--- config.mk ---
export PLATFORM = sky130hd
export DESIGN_NAME = pipe_hazard_ctrl_flat
export DESIGN_NICKNAME = d
export VERILOG_FILES = /design/src/rtl/pipe_hazard_ctrl_pkg.sv /design/src/rtl/pipe_hazard_ctrl_if.sv /design/src/rtl/pipe_hazard_ctrl_muldiv_seq.sv /design/src/rtl/pipe_hazard_ctrl.sv /design/src/flat_wrapper.sv
export SDC_FILE = /design/constraint.sdc
export NUM_CORES = 1
export LEC_CHECK = 0
export ABC_AREA = 1
export BUFFER_PORTS_ARGS = -buffer_cell sky130_fd_sc_hd__buf_2
export CAP_MARGIN = 20
export CORE_MARGIN = 3
export CORE_UTILIZATION = 50
export CTS_BUF_LIST = sky130_fd_sc_hd__clkbuf_16
export CTS_CLUSTER_DIAMETER = 120
export DETAILED_ROUTE_END_ITERATION = 8
export GPL_TIMING_DRIVEN = 0
export HOLD_SLACK_MARGIN = 0.15
export PLACE_DENSITY = 0.82
export REMOVE_ABC_BUFFERS = 1
export SYNTH_ARGS = -nofsm -noshare
export SYNTH_HDL_FRONTEND = slang
export SYNTH_HIERARCHICAL = 1
export SYNTH_SLANG_ARGS = --single-unit
--- constraint.sdc ---
create_clock -name clk -period 2.3 [get_ports clk]
set_clock_uncertainty 0.2 [all_clocks]
set_input_delay 0.46 -clock clk [delete_from_list [all_inputs] [get_ports clk]]
set_output_delay 0.46 -clock clk [all_outputs]
set_load 0.03 [all_outputs]
--- src/rtl/pipe_hazard_ctrl_pkg.sv ---
// rtl/pipe_hazard_ctrl_pkg.sv - shared widths, mul/div state encoding and the latch control bundle
package pipe_ctrl_pkg;

  localparam int REG_W        = 5;
  localparam int MULDIV_CNT_W = 8;

  typedef enum logic [1:0] {
    IDLE = 2'd0,
    BUSY = 2'd1,
    DONE = 2'd2
  } md_state_t;

  // Stall/flush controls for the IF/ID and ID/EX latches, shared with the latch modules
  typedef struct packed {
    logic stall_IF;
    logic stall_DEC;
    logic flush_DEC;
    logic stall_EX;
    logic flush_EX;
  } ctrl_t;

endpackage

--- src/rtl/pipe_hazard_ctrl_if.sv ---
// rtl/pipe_hazard_ctrl_if.sv - hazard inputs from the datapath and latch controls back to it
// HAZARD_PERF_CNT_EN adds the stall_cycles/flush_cycles counters.
interface pipe_hazard_ctrl_if #(
  parameter int REG_W = pipe_ctrl_pkg::REG_W
);

  logic [REG_W-1:0] rs_DEC;
  logic [REG_W-1:0] rt_DEC;
  logic [REG_W-1:0] writereg_EX;
  logic             regwrite_EX;
  logic             memtoreg_EX;
  logic             branch_taken_DEC;
  logic             muldiv_start_EX;
  logic             imem_ready;

  logic             stall_IF;
  logic             stall_DEC;
  logic             flush_DEC;
  logic             stall_EX;
  logic             flush_EX;
  logic             muldiv_busy;
  logic             muldiv_done;
`ifdef HAZARD_PERF_CNT_EN
  logic [31:0]      stall_cycles;
  logic [31:0]      flush_cycles;
`endif

  // Datapath side
  modport master (
    output rs_DEC, rt_DEC, writereg_EX, regwrite_EX, memtoreg_EX,
    output branch_taken_DEC, muldiv_start_EX, imem_ready,
    input  stall_IF, stall_DEC, flush_DEC, stall_EX, flush_EX,
    input  muldiv_busy, muldiv_done
`ifdef HAZARD_PERF_CNT_EN
    , input stall_cycles, flush_cycles
`endif
  );

  // Hazard controller side
  modport slave (
    input  rs_DEC, rt_DEC, writereg_EX, regwrite_EX, memtoreg_EX,
    input  branch_taken_DEC, muldiv_start_EX, imem_ready,
    output stall_IF, stall_DEC, flush_DEC, stall_EX, flush_EX,
    output muldiv_busy, muldiv_done
`ifdef HAZARD_PERF_CNT_EN
    , output stall_cycles, flush_cycles
`endif
  );

endinterface

--- src/rtl/pipe_hazard_ctrl_muldiv_seq.sv ---
// rtl/pipe_hazard_ctrl_muldiv_seq.sv - mul/div occupancy FSM: holds EX for MULDIV_CYCLES, then a one-cycle done
module muldiv_seq
  import pipe_ctrl_pkg::*;
#(
  parameter int MULDIV_CYCLES = 32
) (
  input  logic clk,
  input  logic reset,
  input  logic start,
  output logic md,
  output logic busy,
  output logic done
);

  localparam logic [1:0] ST_IDLE = IDLE;
  localparam logic [1:0] ST_BUSY = BUSY;
  localparam logic [1:0] ST_DONE = DONE;

  // The start cycle itself counts as the first EX cycle, hence the -2 preload
  localparam logic [MULDIV_CNT_W-1:0] CNT_LOAD = MULDIV_CNT_W'(MULDIV_CYCLES - 2);

  logic [1:0]              state;
  logic [MULDIV_CNT_W-1:0] cnt;

  // Start is only sampled in IDLE: the level stays high while EX is held
  always_ff @(posedge clk or posedge reset) begin
    if (reset) begin
      state <= ST_IDLE;
      cnt   <= '0;
    end else begin
      case (state)
        ST_IDLE: begin
          if (start) begin
            state <= ST_BUSY;
            cnt   <= CNT_LOAD;
          end
        end
        ST_BUSY: begin
          if (cnt == '0) begin
            state <= ST_DONE;
          end else begin
            cnt <= cnt - MULDIV_CNT_W'(1);
          end
        end
        ST_DONE: state <= ST_IDLE;
        default: state <= ST_IDLE;
      endcase
    end
  end

  assign busy = !reset && (state == ST_BUSY);
  assign done = !reset && (state == ST_DONE);
  assign md   = !reset && ((state == ST_BUSY) || ((state == ST_IDLE) && start));

endmodule

--- src/rtl/pipe_hazard_ctrl.sv ---
// rtl/pipe_hazard_ctrl.sv - stall/flush sequencer for the IF/ID and ID/EX latches of the 5-stage pipeline
// HAZARD_PERF_CNT_EN adds the stall_cycles/flush_cycles performance counters.
module pipe_hazard_ctrl
  import pipe_ctrl_pkg::*;
#(
  parameter int MULDIV_CYCLES = 32,
  parameter int REG_W         = pipe_ctrl_pkg::REG_W
) (
  input  logic              clk,
  input  logic              reset,
  pipe_hazard_ctrl_if.slave hz
);

  logic  md;
  logic  lu;
  ctrl_t ctrl;

  muldiv_seq #(
    .MULDIV_CYCLES(MULDIV_CYCLES)
  ) u_muldiv_seq (
    .clk  (clk),
    .reset(reset),
    .start(hz.muldiv_start_EX),
    .md   (md),
    .busy (hz.muldiv_busy),
    .done (hz.muldiv_done)
  );

  // $0 is hardwired to zero, so a load targeting it never creates a dependency
  assign lu = hz.memtoreg_EX && hz.regwrite_EX &&
              (hz.writereg_EX != REG_W'(0)) &&
              ((hz.writereg_EX == hz.rs_DEC) || (hz.writereg_EX == hz.rt_DEC));

  always_comb begin
    ctrl = '0;
    if (reset) begin
      ctrl = '0;
    end else if (md) begin
      ctrl.stall_IF  = 1'b1;
      ctrl.stall_DEC = 1'b1;
      ctrl.stall_EX  = 1'b1;
    end else if (lu) begin
      ctrl.stall_IF  = 1'b1;
      ctrl.stall_DEC = 1'b1;
      ctrl.flush_EX  = 1'b1;
    end else begin
      if (hz.branch_taken_DEC) begin
        ctrl.flush_DEC = 1'b1;
      end
      // A missing fetch also delays a branch target, so PC holds on top of the squash
      if (!hz.imem_ready) begin
        ctrl.stall_IF  = 1'b1;
        ctrl.flush_DEC = 1'b1;
      end
    end
  end

  assign hz.stall_IF  = ctrl.stall_IF;
  assign hz.stall_DEC = ctrl.stall_DEC;
  assign hz.flush_DEC = ctrl.flush_DEC;
  assign hz.stall_EX  = ctrl.stall_EX;
  assign hz.flush_EX  = ctrl.flush_EX;

`ifdef HAZARD_PERF_CNT_EN
  logic [31:0] stall_cnt;
  logic [31:0] flush_cnt;

  always_ff @(posedge clk or posedge reset) begin
    if (reset) begin
      stall_cnt <= '0;
      flush_cnt <= '0;
    end else begin
      if (ctrl.stall_DEC) begin
        stall_cnt <= stall_cnt + 32'd1;
      end
      if (ctrl.flush_DEC || ctrl.flush_EX) begin
        flush_cnt <= flush_cnt + 32'd1;
      end
    end
  end

  assign hz.stall_cycles = stall_cnt;
  assign hz.flush_cycles = flush_cnt;
`endif

endmodule

--- src/flat_wrapper.sv ---
// flat-port wrapper written by rule: the top's interface ports become plain ports
module pipe_hazard_ctrl_flat import pipe_ctrl_pkg::*;
#(
  parameter int MULDIV_CYCLES = 32,
  parameter int REG_W         = pipe_ctrl_pkg::REG_W
)
  (clk, reset, hz_rs_DEC, hz_rt_DEC, hz_writereg_EX, hz_regwrite_EX, hz_memtoreg_EX, hz_branch_taken_DEC, hz_muldiv_start_EX, hz_imem_ready, hz_stall_IF, hz_stall_DEC, hz_flush_DEC, hz_stall_EX, hz_flush_EX, hz_muldiv_busy, hz_muldiv_done);
  pipe_hazard_ctrl_if #(.REG_W(REG_W)) hz_i ();
  input  logic clk;
  input  logic reset;
  input wire logic [$bits(hz_i.rs_DEC)-1:0] hz_rs_DEC;
  input wire logic [$bits(hz_i.rt_DEC)-1:0] hz_rt_DEC;
  input wire logic [$bits(hz_i.writereg_EX)-1:0] hz_writereg_EX;
  input wire logic [$bits(hz_i.regwrite_EX)-1:0] hz_regwrite_EX;
  input wire logic [$bits(hz_i.memtoreg_EX)-1:0] hz_memtoreg_EX;
  input wire logic [$bits(hz_i.branch_taken_DEC)-1:0] hz_branch_taken_DEC;
  input wire logic [$bits(hz_i.muldiv_start_EX)-1:0] hz_muldiv_start_EX;
  input wire logic [$bits(hz_i.imem_ready)-1:0] hz_imem_ready;
  output wire logic [$bits(hz_i.stall_IF)-1:0] hz_stall_IF;
  output wire logic [$bits(hz_i.stall_DEC)-1:0] hz_stall_DEC;
  output wire logic [$bits(hz_i.flush_DEC)-1:0] hz_flush_DEC;
  output wire logic [$bits(hz_i.stall_EX)-1:0] hz_stall_EX;
  output wire logic [$bits(hz_i.flush_EX)-1:0] hz_flush_EX;
  output wire logic [$bits(hz_i.muldiv_busy)-1:0] hz_muldiv_busy;
  output wire logic [$bits(hz_i.muldiv_done)-1:0] hz_muldiv_done;
  assign hz_i.rs_DEC = hz_rs_DEC;
  assign hz_i.rt_DEC = hz_rt_DEC;
  assign hz_i.writereg_EX = hz_writereg_EX;
  assign hz_i.regwrite_EX = hz_regwrite_EX;
  assign hz_i.memtoreg_EX = hz_memtoreg_EX;
  assign hz_i.branch_taken_DEC = hz_branch_taken_DEC;
  assign hz_i.muldiv_start_EX = hz_muldiv_start_EX;
  assign hz_i.imem_ready = hz_imem_ready;
  assign hz_stall_IF = hz_i.stall_IF;
  assign hz_stall_DEC = hz_i.stall_DEC;
  assign hz_flush_DEC = hz_i.flush_DEC;
  assign hz_stall_EX = hz_i.stall_EX;
  assign hz_flush_EX = hz_i.flush_EX;
  assign hz_muldiv_busy = hz_i.muldiv_busy;
  assign hz_muldiv_done = hz_i.muldiv_done;
  pipe_hazard_ctrl #(.MULDIV_CYCLES(MULDIV_CYCLES), .REG_W(REG_W)) u_core (.clk(clk), .reset(reset), .hz(hz_i));
endmodule
==> results.toml, run 1 <==
[run_status]
outcome = "finished, final reports clean"

[routing]
ant_nets = 0
routed-via-count = 1048
drt-wirelength-per-cell_um = 10.9
vias_per_cell = 5.01
dr.pass1.iters = 4
drt_iter0_markers = 20
drcViolationCount = 0
drt_wl_total_um = 2270

[setup_path]
r2r-end = "u_core/u_muldiv_seq/cnt[2]"
path_max_fanout = 6
start_kind = "flop"
rr_worst_depth = 9
cp-end-kind = "output port"
r2r_start = "u_core/u_muldiv_seq/cnt[0]"
arrival_ps = 1530
critPathSlowestCell = "dfrtp_1"
max_stage_delay_ps = 350
cpMostUsedCell = "inv_1"
path_cells = "inv_2 > nor2_4 > inv_4 > a21oi_2 > inv_1 > nor2_2 > inv_1 > nand3_1 > buf_4"
cp.required_ps = 1640
crit_type = "reg2out"
reg2reg_setup_slack_ps = 740

[die]
die_h_um = 49.8
num_rows = 15
coreArea_um2 = 1760
die_w_um = 49.8
start_util_pct = 54.4
pin_count = 29
dieArea_um2 = 2480

[timing]
max_slew.worst_pin.slew_ps = 408
layout_setup_ws_ps = 112
tns_ps = 0
rsz0062_at_grt = "no"
max_freq_mhz = 457
post-route-min-period_ps = 2190
max_slew_margin_pct = 72.7
drv_slew = 0
hold_viol_final = 0
timing.final.crit_share_pct = 95.1
finalSetupViolations = 0
whs_ps = 267

[global_route]
grt_max_degree = 11
use_met2_pct = 39.2
grt-busiest-layer = "met2"
met3_usage_pct = 5.14
grt_usage_pct = 20.2
grt.overflow.total = 0
grt_pass1_wl_um = 3940
grtUsageMet1_pct = 20.3
grt_pass1_vias = 998
grt_antenna_before_repair = 0

[cells_and_area]
syn_to_final_growth_pct = 29.1
fin_cells = 209
nFillCells = 155
nNetsFinal = 209
fin_area_um2 = 1240
diodes = 0
layout-drive-gt1-share_pct = 34.8
regArea_um2 = 250
post-route-util_pct = 70.2
multi_input_area_um2 = 589

[synth]
yosysTopAreaCell = "dfrtp_1"
ys_types = 24
synth_area_leaders = "dfrtp_1 (26%), nand2_1 (17%), inv_1 (9.4%)"
synth_xor_area_share_pct = 2.74
seq_area_frac_synth_pct = 26.1
avgSynthCellArea_um2 = 6.40
synth_compound_area_share_pct = 7.04
synth_mux_area_share_pct = 0
synth_top_area_share_pct = 26.1
synth_fa_ha_area_share_pct = 2.61
syn_area_um2 = 960
synth_top_family_by_area = "simple AND/OR/NAND/NOR gates"
ys_warn_count = 6
ys_ff_latch = 10
syn-instance-count = 150
synthSimpleGateAreaFrac_pct = 48.4

[hold_path]
min_from = "u_core/u_muldiv_seq/cnt[0]"
min_path_cells = 1
hold_path.class = "reg2reg"
hold_path_end = "u_core/u_muldiv_seq/cnt[0]"

[clock_network]
cts_htree_levels = 1
cts_buffers = 3
cts.sinks = 10
cts.clk_slew.worst_paths_ps = 40
root_buffer = "clkbuf_16"
cts_tree = "done"
clk_latency_ps = 240
cts.path.max_buffers = 2

[power_and_ir_drop]
finalPower_mw = 1.49
power_density_nw_per_um2 = 1200
ir_drop_mv = 0.584
p_leak_nw = 0.729

[placement]
gp_congestion = 0.858
pre_cts_slack_ps = 95.7
dpl.hpwl_um = 1720
port_buffers = 28
dpl_cell_area_um2 = 1130
dp_cells = 203

[job]
cap_violations = 0
## power breakdown
| group | leakage [nW] | total, mW | switching [mW] | internal, mW |
|---|---|---|---|---|
| Combinational | 0.568 | 0.842 | 0.541 | 0.301 |
| Sequential | 0.122 | 0.340 | 0.0754 | 0.265 |
| Clock | 0.0385 | 0.309 | 0.0810 | 0.228 |
## repair_timing
item                                    in CTS  in global routing
endpoints found under the setup margin       4                  2
pin swaps                                    1                  0
endpoints found under the hold margin       10                  0
gates resized for setup                      1                  5
setup buffers                                1                  0
hold buffers                                 1                  0
## synthesized netlist by cell type (all sizes together)
library cell   n
or2            1
dfrtp         10
o21ai          7
xor2           1
nand4          3
nand3         14
o211ai         1
nor2          21
nand2         52
xnor2          2
nor3           1
ha             2
inv           33
a21oi          2
## worst max-delay path by stage
| stage | startpoint | end | slack [ps] | cells after the start |
|---|---|---|---|---|
| floorplan | u_core/u_muldiv_seq/state[1] | hz_stall_IF | -190 | 7 |
| CTS | u_core/u_muldiv_seq/state[1] | hz_stall_IF | 50 | 8 |
| global route | u_core/u_muldiv_seq/state[0] | hz_stall_IF | 2 | 9 |
| global placement | u_core/u_muldiv_seq/state[1] | hz_stall_IF | 150 | 8 |
| finish | u_core/u_muldiv_seq/state[0] | hz_stall_IF | 110 | 9 |
| detailed placement | u_core/u_muldiv_seq/state[1] | hz_stall_IF | 100 | 8 |
## cells by family after synthesis
logic type / count (synthesis)
AND/OR/NAND/NOR: 92
flip-flops: 10
XOR/XNOR: 3
AO/OA/AOI/OAI: 10
adder cells (fa/ha/maj): 2
buffers and inverters: 33
## area by class of cell
cell class	instances	area share [%]
timing repair buffer	30	13.1
multi-input combinational	107	47.6
sequential	10	20.2
tap	25	2.53
clock buffer	3	6.06
clock inverter	1	0.303
inverter	33	10.2
## placed cells by master, fill, tap and decap left out, types with 3 or more instances in the layout
cell type and count:
buf_2 26, nand2_2 3, nand3_1 11, nand2_1 44
nand2_4 5, nor2_1 15, inv_1 24, inv_2 8
nand4_1 3, o21ai_2 4, nor2_2 4, dfrtp_1 10
buf_4 3, clkbuf_16 3
## routing by layer
layer  routed length [µm]  share of wire [%]  vias to the layer above
met5                    0                  0                        -
met4                   39                1.7                        0
met3                  102                4.5                        6
met2                 1230                 54                       31
met1                  898                 40                      487
li1                     -                  -                      524
## critical path: cells and delay by family, from the launching register on
kind            cells  cell delay [ps]
flops               1              350
compound gates      1              170
simple gates        3              320
buf+inv             5              460
## flip-flops by register name (all words and copies together) (netlist names)
register	cells
u_core/u_muldiv_seq/cnt	8
u_core/u_muldiv_seq/state	2
No activity file was read; power rests on OpenSTA's default activity.
==> inputs of run 2 (changes only) <==
--- a/config.mk
+++ b/config.mk
@@ -19,2 +19,3 @@
 export REMOVE_ABC_BUFFERS = 1
+export SETUP_SLACK_MARGIN = 0.15
 export SYNTH_ARGS = -nofsm -noshare
==> constraint.sdc (replaced) <==
create_clock -name clk -period 2.3 [get_ports clk]
set_clock_uncertainty 0.2 [all_clocks]
set_input_delay 0 -clock clk [delete_from_list [all_inputs] [get_ports clk]]
set_output_delay 0 -clock clk [all_outputs]
set_load 0.03 [all_outputs]
==> run 2 against run 1 <==
Sequential share of layout area is essentially flat. Via count is 2.2% lower. Cell count rose by 0.48%. Hold slack worse by 39 ps. First-iteration DRC count shrank 10%. Fmax up 8.5%. Design area up 0.10%. Non-clock buffer count up 1. Wire length about the same. Sequential power is essentially flat. Clock power is essentially flat. Critical path depth decreased by 1. Critical path type unchanged. Critical endpoint unchanged.
==> results.toml, run 2 (same netlist as run 1, synthesis figures left out) <==
[routing]
drcViolationCount = 0
dr.pass1.iters = 4
drt_wl_total_um = 2270
ant_nets = 0
vias_per_cell = 4.88
drt_iter0_markers = 18
drt-wirelength-per-cell_um = 10.8
routed-via-count = 1025

[clock_network]
post_cts_buffers = 0
cts.sinks = 10
clk_latency_ps = 240
cts_tree = "done"
cts_buffers = 3
root_buffer = "clkbuf_16"
cts.path.max_buffers = 2
cts.clk_slew.worst_paths_ps = 40
cts_htree_levels = 1

[setup_path]
path_cells = "nor2_4 > inv_4 > a21oi_1 > inv_1 > nor2_1 > inv_1 > nand3_1 > buf_2"
critPathSlowestCell = "dfrtp_1"
path_max_fanout = 8
start_kind = "flop"
path_delay_family = "simple AND/OR/NAND/NOR gates"
cp-end-kind = "output port"
cp.required_ps = 2100
crit_type = "reg2out"
max_stage_delay_ps = 410
arrival_ps = 1820
cpMostUsedCell = "inv_1"
worst-path-buf-inv = 4

[cells_and_area]
nNetsFinal = 210
final_common_cell = "nand2_1"
nFillCells = 156
syn_to_final_growth_pct = 29.2
diodes = 0
mostFrequentLayoutCells = "nand2_1 (44), buf_2 (28), inv_1 (24)"
largestRegisters = "u_core/u_muldiv_seq/cnt: 8 flops, u_core/u_muldiv_seq/state: 2 flops"
layout-drive-gt1-share_pct = 33.0
largest_reg_flops = 8
largest-register = "u_core/u_muldiv_seq/cnt"

[power_and_ir_drop]
p_switching_mw = 0.693
p_sw_share_pct = 47.2
power_frac_seq_pct = 23.2
p_leak_nw = 0.732
finalPower_mw = 1.47
pwr-share-clk_pct = 21.1
p_int_mw = 0.774
power_density_nw_per_um2 = 1180
p_comb_share_pct = 55.7
ir_drop_mv = 0.621

[global_route]
grt_pass1_wl_um = 3880
grt_pass1_vias = 996
grt_usage_pct = 19.9
grt_antenna_before_repair = 0
grt_max_degree = 11
grt.overflow.total = 0

[job]
cap_violations = 0

[die]
coreArea_um2 = 1760
die_h_um = 49.8
num_rows = 15
pin_count = 29
dieArea_um2 = 2480
die_w_um = 49.8
start_util_pct = 54.4

[timing]
post-route-min-period_ps = 2020
tns_ps = 0
max_slew_margin_pct = 72.8
max_slew.worst_pin.slew_ps = 407
hold_viol_final = 0
drv_slew = 0
max_freq_mhz = 496
finalSetupViolations = 0
rsz0062_at_grt = "no"
timing.final.crit_share_pct = 87.7

[hold_path]
hold_path.class = "in2out"

[run_status]
outcome = "finished, final reports clean"

[placement]
dpl.hpwl_um = 1720
port_buffers = 28
gp_congestion = 0.858
run 2: area by class of cell:
class	count	area [µm²]	share of cell area, %
Multi-Input combinational cell	107	583	47.0
Tap cell	25	31.3	2.52
Clock buffer	3	75.1	6.05
Inverter	33	126	10.2
Clock inverter	1	3.75	0.303
Timing Repair Buffer	31	170	13.7
Sequential cell	10	250	20.2
run 2: power by group through the flow:
stage	registers, mW	logic, mW	clock network [mW]
2_1_floorplan	0.327	0.648	0
3_3_place_gp	0.338	0.765	0
3_5_place_dp	0.340	0.797	0
4_1_cts	0.340	0.817	0.312
5_1_grt	0.355	0.924	0.323
6_report	0.340	0.817	0.310
run 2: metrics by stage:
stage	hold slack (ps)	util [%]	instance area (µm²)	setup WS [ps]	std cells
floorplan	-360	-	960	274	150
global placement	-160	64.1	1130	610	203
detailed placement	-154	64.1	1130	556	203
CTS	227	70.3	1240	293	210
global route	253	70.3	1240	186	210
finish	228	70.3	1240	283	210
run 2: metal layers:
metal | part of all wire (%) | track usage (%) | wire length (µm)
met1 | 42 | 20.3 | 951
met2 | 54 | 38.5 | 1230
met3 | 3.6 | 4.83 | 81
met4 | 0.44 | 6.91 | 10
met5 | 0 | 0 | 0
run 2: repair_timing:
action	4_1_cts	5_1_grt
resized for setup	0	0
hold buffers	3	0
endpoints found under the hold margin	19	0
run 2: worst min-delay path, cell delays in order:
cell and delay [ps]:
buf_2 70, inv_1 40, nand2_1 60, nand3_1 70
buf_2 180
run 2: path summary, 6_finish.rpt:
path | start | to | slack (ps) | cells after the start
setup / recovery | u_core/u_muldiv_seq/state[1] | hz_stall_IF | 280 | 8
hold / removal | hz_imem_ready | hz_stall_IF | 230 | 5
setup reg to reg | u_core/u_muldiv_seq/cnt[0] | u_core/u_muldiv_seq/cnt[6] | 720 | 9
hold reg to reg | u_core/u_muldiv_seq/cnt[0] | u_core/u_muldiv_seq/cnt[0] | 270 | 1
max in group asynchronous | reset | u_core/u_muldiv_seq/cnt[7] | 900 | 4
min in group asynchronous | reset | u_core/u_muldiv_seq/cnt[1] | 710 | 4
==> inputs of run 3 (changes only) <==
ABC_AREA = default   (was 1)
CORE_UTILIZATION = 47   (was 50)
PLACE_DENSITY = 0.81   (was 0.82)
==> run 3 against run 2 <==
Wire length shrank 21%. Fmax grew 2.7%. Sequential power is essentially flat. Flip-flop and latch count is the same. Clock-buffer cell count is the same. Hold slack lost 53 ps. Critical path type is now reg2reg. Critical endpoint is now u_core/u_muldiv_seq/cnt[2]. Largest power group unchanged.
==> results.toml, run 3 <==
[synth]
synthSimpleGateAreaFrac_pct = 30.8
ys_async_sr_fraction_pct = 100
synth_compound_area_share_pct = 14.6
ys_types = 37
synth_top_area_share_pct = 32.7
ys_warn_count = 6
synth_fa_ha_area_share_pct = 3.27
synth_ff_type = "dfrtp_1"
synth_edf_count = 0
synth_xor_area_share_pct = 12.6
ys_ff_latch = 10
syn_area_um2 = 764
yosysTopAreaCell = "dfrtp_1"
synth_common_cells = "nor2_1 (11), dfrtp_1 (10), xor2_1 (10)"
seq_area_frac_synth_pct = 32.7
synth_top_family_by_area = "simple AND/OR/NAND/NOR gates"
synth_mux_area_share_pct = 2.62
synth_most_common_cell = "nor2_1"
avgSynthCellArea_um2 = 8.89
syn-instance-count = 86
synth_area_leaders = "dfrtp_1 (33%), xor2_1 (11%), nor2_1 (5.4%)"

[routing]
top_layer_used = "met4"
vias_per_cell = 5.32
ant_nets = 0
routed-via-count = 724
dr.pass1.iters = 4
drt_wl_total_um = 1810
drt-wirelength-per-cell_um = 13.3
wl_met1_um = 800
drcViolationCount = 0
drt_iter0_markers = 12
wl_met2_um = 868
met3_length_um = 111

[setup_path]
cp-startpoint = "u_core/u_muldiv_seq/cnt[0]"
path_cells = "inv_1 > ha_1 > nor3b_1 > a21oi_2 > a21oi_1 > o21ai_0"
critPathSlowestCell = "nor3b_1"
max_stage_delay_ps = 430
reg2reg_setup_slack_ps = 340
crit_type = "reg2reg"
cp.required_ps = 2200
cp-end-kind = "flop"
path_max_fanout = 9
rr_worst_depth = 6
start_kind = "flop"
r2r_start = "u_core/u_muldiv_seq/cnt[0]"
arrival_ps = 1860
r2r-end = "u_core/u_muldiv_seq/cnt[2]"

[cells_and_area]
nNetsFinal = 146
final_common_cell = "buf_2"
mostFrequentLayoutCells = "buf_2 (28), nor2_1 (11), xor2_1 (10), dfrtp_1 (10), inv_1 (7)"
largest_reg_flops = 8
diodes = 0
largest-register = "u_core/u_muldiv_seq/cnt"
layout-drive-gt1-share_pct = 32.2
largestRegisters = "u_core/u_muldiv_seq/cnt: 8 flops, u_core/u_muldiv_seq/state: 2 flops"
syn_to_final_growth_pct = 35.0
fin_cells = 136

[clock_network]
clk_latency_ps = 240
root_buffer = "clkbuf_16"
cts_htree_levels = 1
cts.clk_slew.worst_paths_ps = 40
cts.path.max_buffers = 2
cts.sinks = 10
cts_resized = 0
cts_tree = "done"
cts_buffers = 3

[placement]
dpl.hpwl_um = 1400
gp_congestion = 0.789
dp_cells = 129
port_buffers = 28

[timing]
finalSetupViolations = 0
drv_slew = 0
tns_ps = 0
rsz0062_at_grt = "no"
max_slew_margin_pct = 68.4
hold_viol_final = 0
post-route-min-period_ps = 1960
timing.final.crit_share_pct = 85.4
max_slew.worst_pin.slew_ps = 472
max_freq_mhz = 509

[run_status]
outcome = "finished, final reports clean"

[global_route]
grt_pass1_wl_um = 2970
grt_usage_pct = 19.5
grt.overflow.total = 0
grt_antenna_before_repair = 0
grt_max_degree = 11
grt_pass1_vias = 686

[power_and_ir_drop]
power_density_nw_per_um2 = 1010
p_leak_nw = 0.514
ir_drop_mv = 0.722

[die]
die_w_um = 46.3
start_util_pct = 54.0
pin_count = 29
num_rows = 13
coreArea_um2 = 1420
die_h_um = 46.3
dieArea_um2 = 2150

[hold_path]
hold_path.class = "in2async"

[job]
cap_violations = 0
==> run 3: cell families after synthesis <==
kind of cell / count (synthesis)
xor+xnor: 11
flops: 10
compound gates: 15
mux: 2
simple gates: 39
fa+ha+maj: 2
buf+inv: 7
==> run 3: cell type report <==
class	instances	area (µm²)
Clock buffer	3	75.1
Clock inverter	1	3.75
Fill cell	111	383
Inverter	7	26.3
Multi-Input combinational cell	69	488
Sequential cell	10	250
Tap cell	15	18.8
Timing Repair Buffer	31	170
==> run 3: worst max-delay path by stage <==
stage	endpoint	slack [ps]	cells after the start
after floorplan	hz_stall_IF	380	3
after global routing	u_core/u_muldiv_seq/cnt[2]	160	6
after CTS	u_core/u_muldiv_seq/cnt[4]	330	6
final	u_core/u_muldiv_seq/cnt[2]	340	6
after global placement	u_core/u_muldiv_seq/cnt[4]	440	6
after detailed placement	u_core/u_muldiv_seq/cnt[4]	440	6
==> run 3: layer usage <==
layer | GRT usage, % | vias to the layer above
met2 | 31.0 | 24
met4 | 6.82 | 0
met3 | 4.69 | 4
met5 | 0 | -
li1 | - | 374
met1 | 25.6 | 322
==> run 3: timing repair <==
| action | in CTS | in global routing |
|---|---|---|
| buffers inserted | 0 | 0 |
| hold buffers | 3 | 0 |
| endpoints found under the hold margin | 20 | 0 |
| endpoints found under the setup margin | 0 | 0 |
==> run 3: per-stage QoR <==
stage | instance area [µm²] | hold WS (ps) | setup WS [ps] | util [%] | power, mW
after floorplan | 764 | -360 | 383 | - | 0.624
after global routing | 1030 | 237 | 159 | 72.9 | 1.13
final | 1030 | 176 | 336 | 72.9 | 1.05
after detailed placement | 923 | -119 | 438 | 65.3 | 0.726
after CTS | 1030 | 181 | 327 | 72.9 | 1.05
after global placement | 923 | -134 | 438 | 65.3 | 0.711
==> run 3: power by group <==
group / switching [mW] / internal [mW]
Sequential: 0.0872 / 0.252
Clock: 0.0816 / 0.228
Combinational: 0.230 / 0.168
==> run 3: worst max-delay path: cells and delay by family (launching register included) <==
family	cells	cell delay [ps]
AND/OR/NAND/NOR	1	430
adder cells (fa/ha/maj)	1	210
flip-flops	1	380
buffers and inverters	1	120
AO/OA/AOI/OAI	3	490
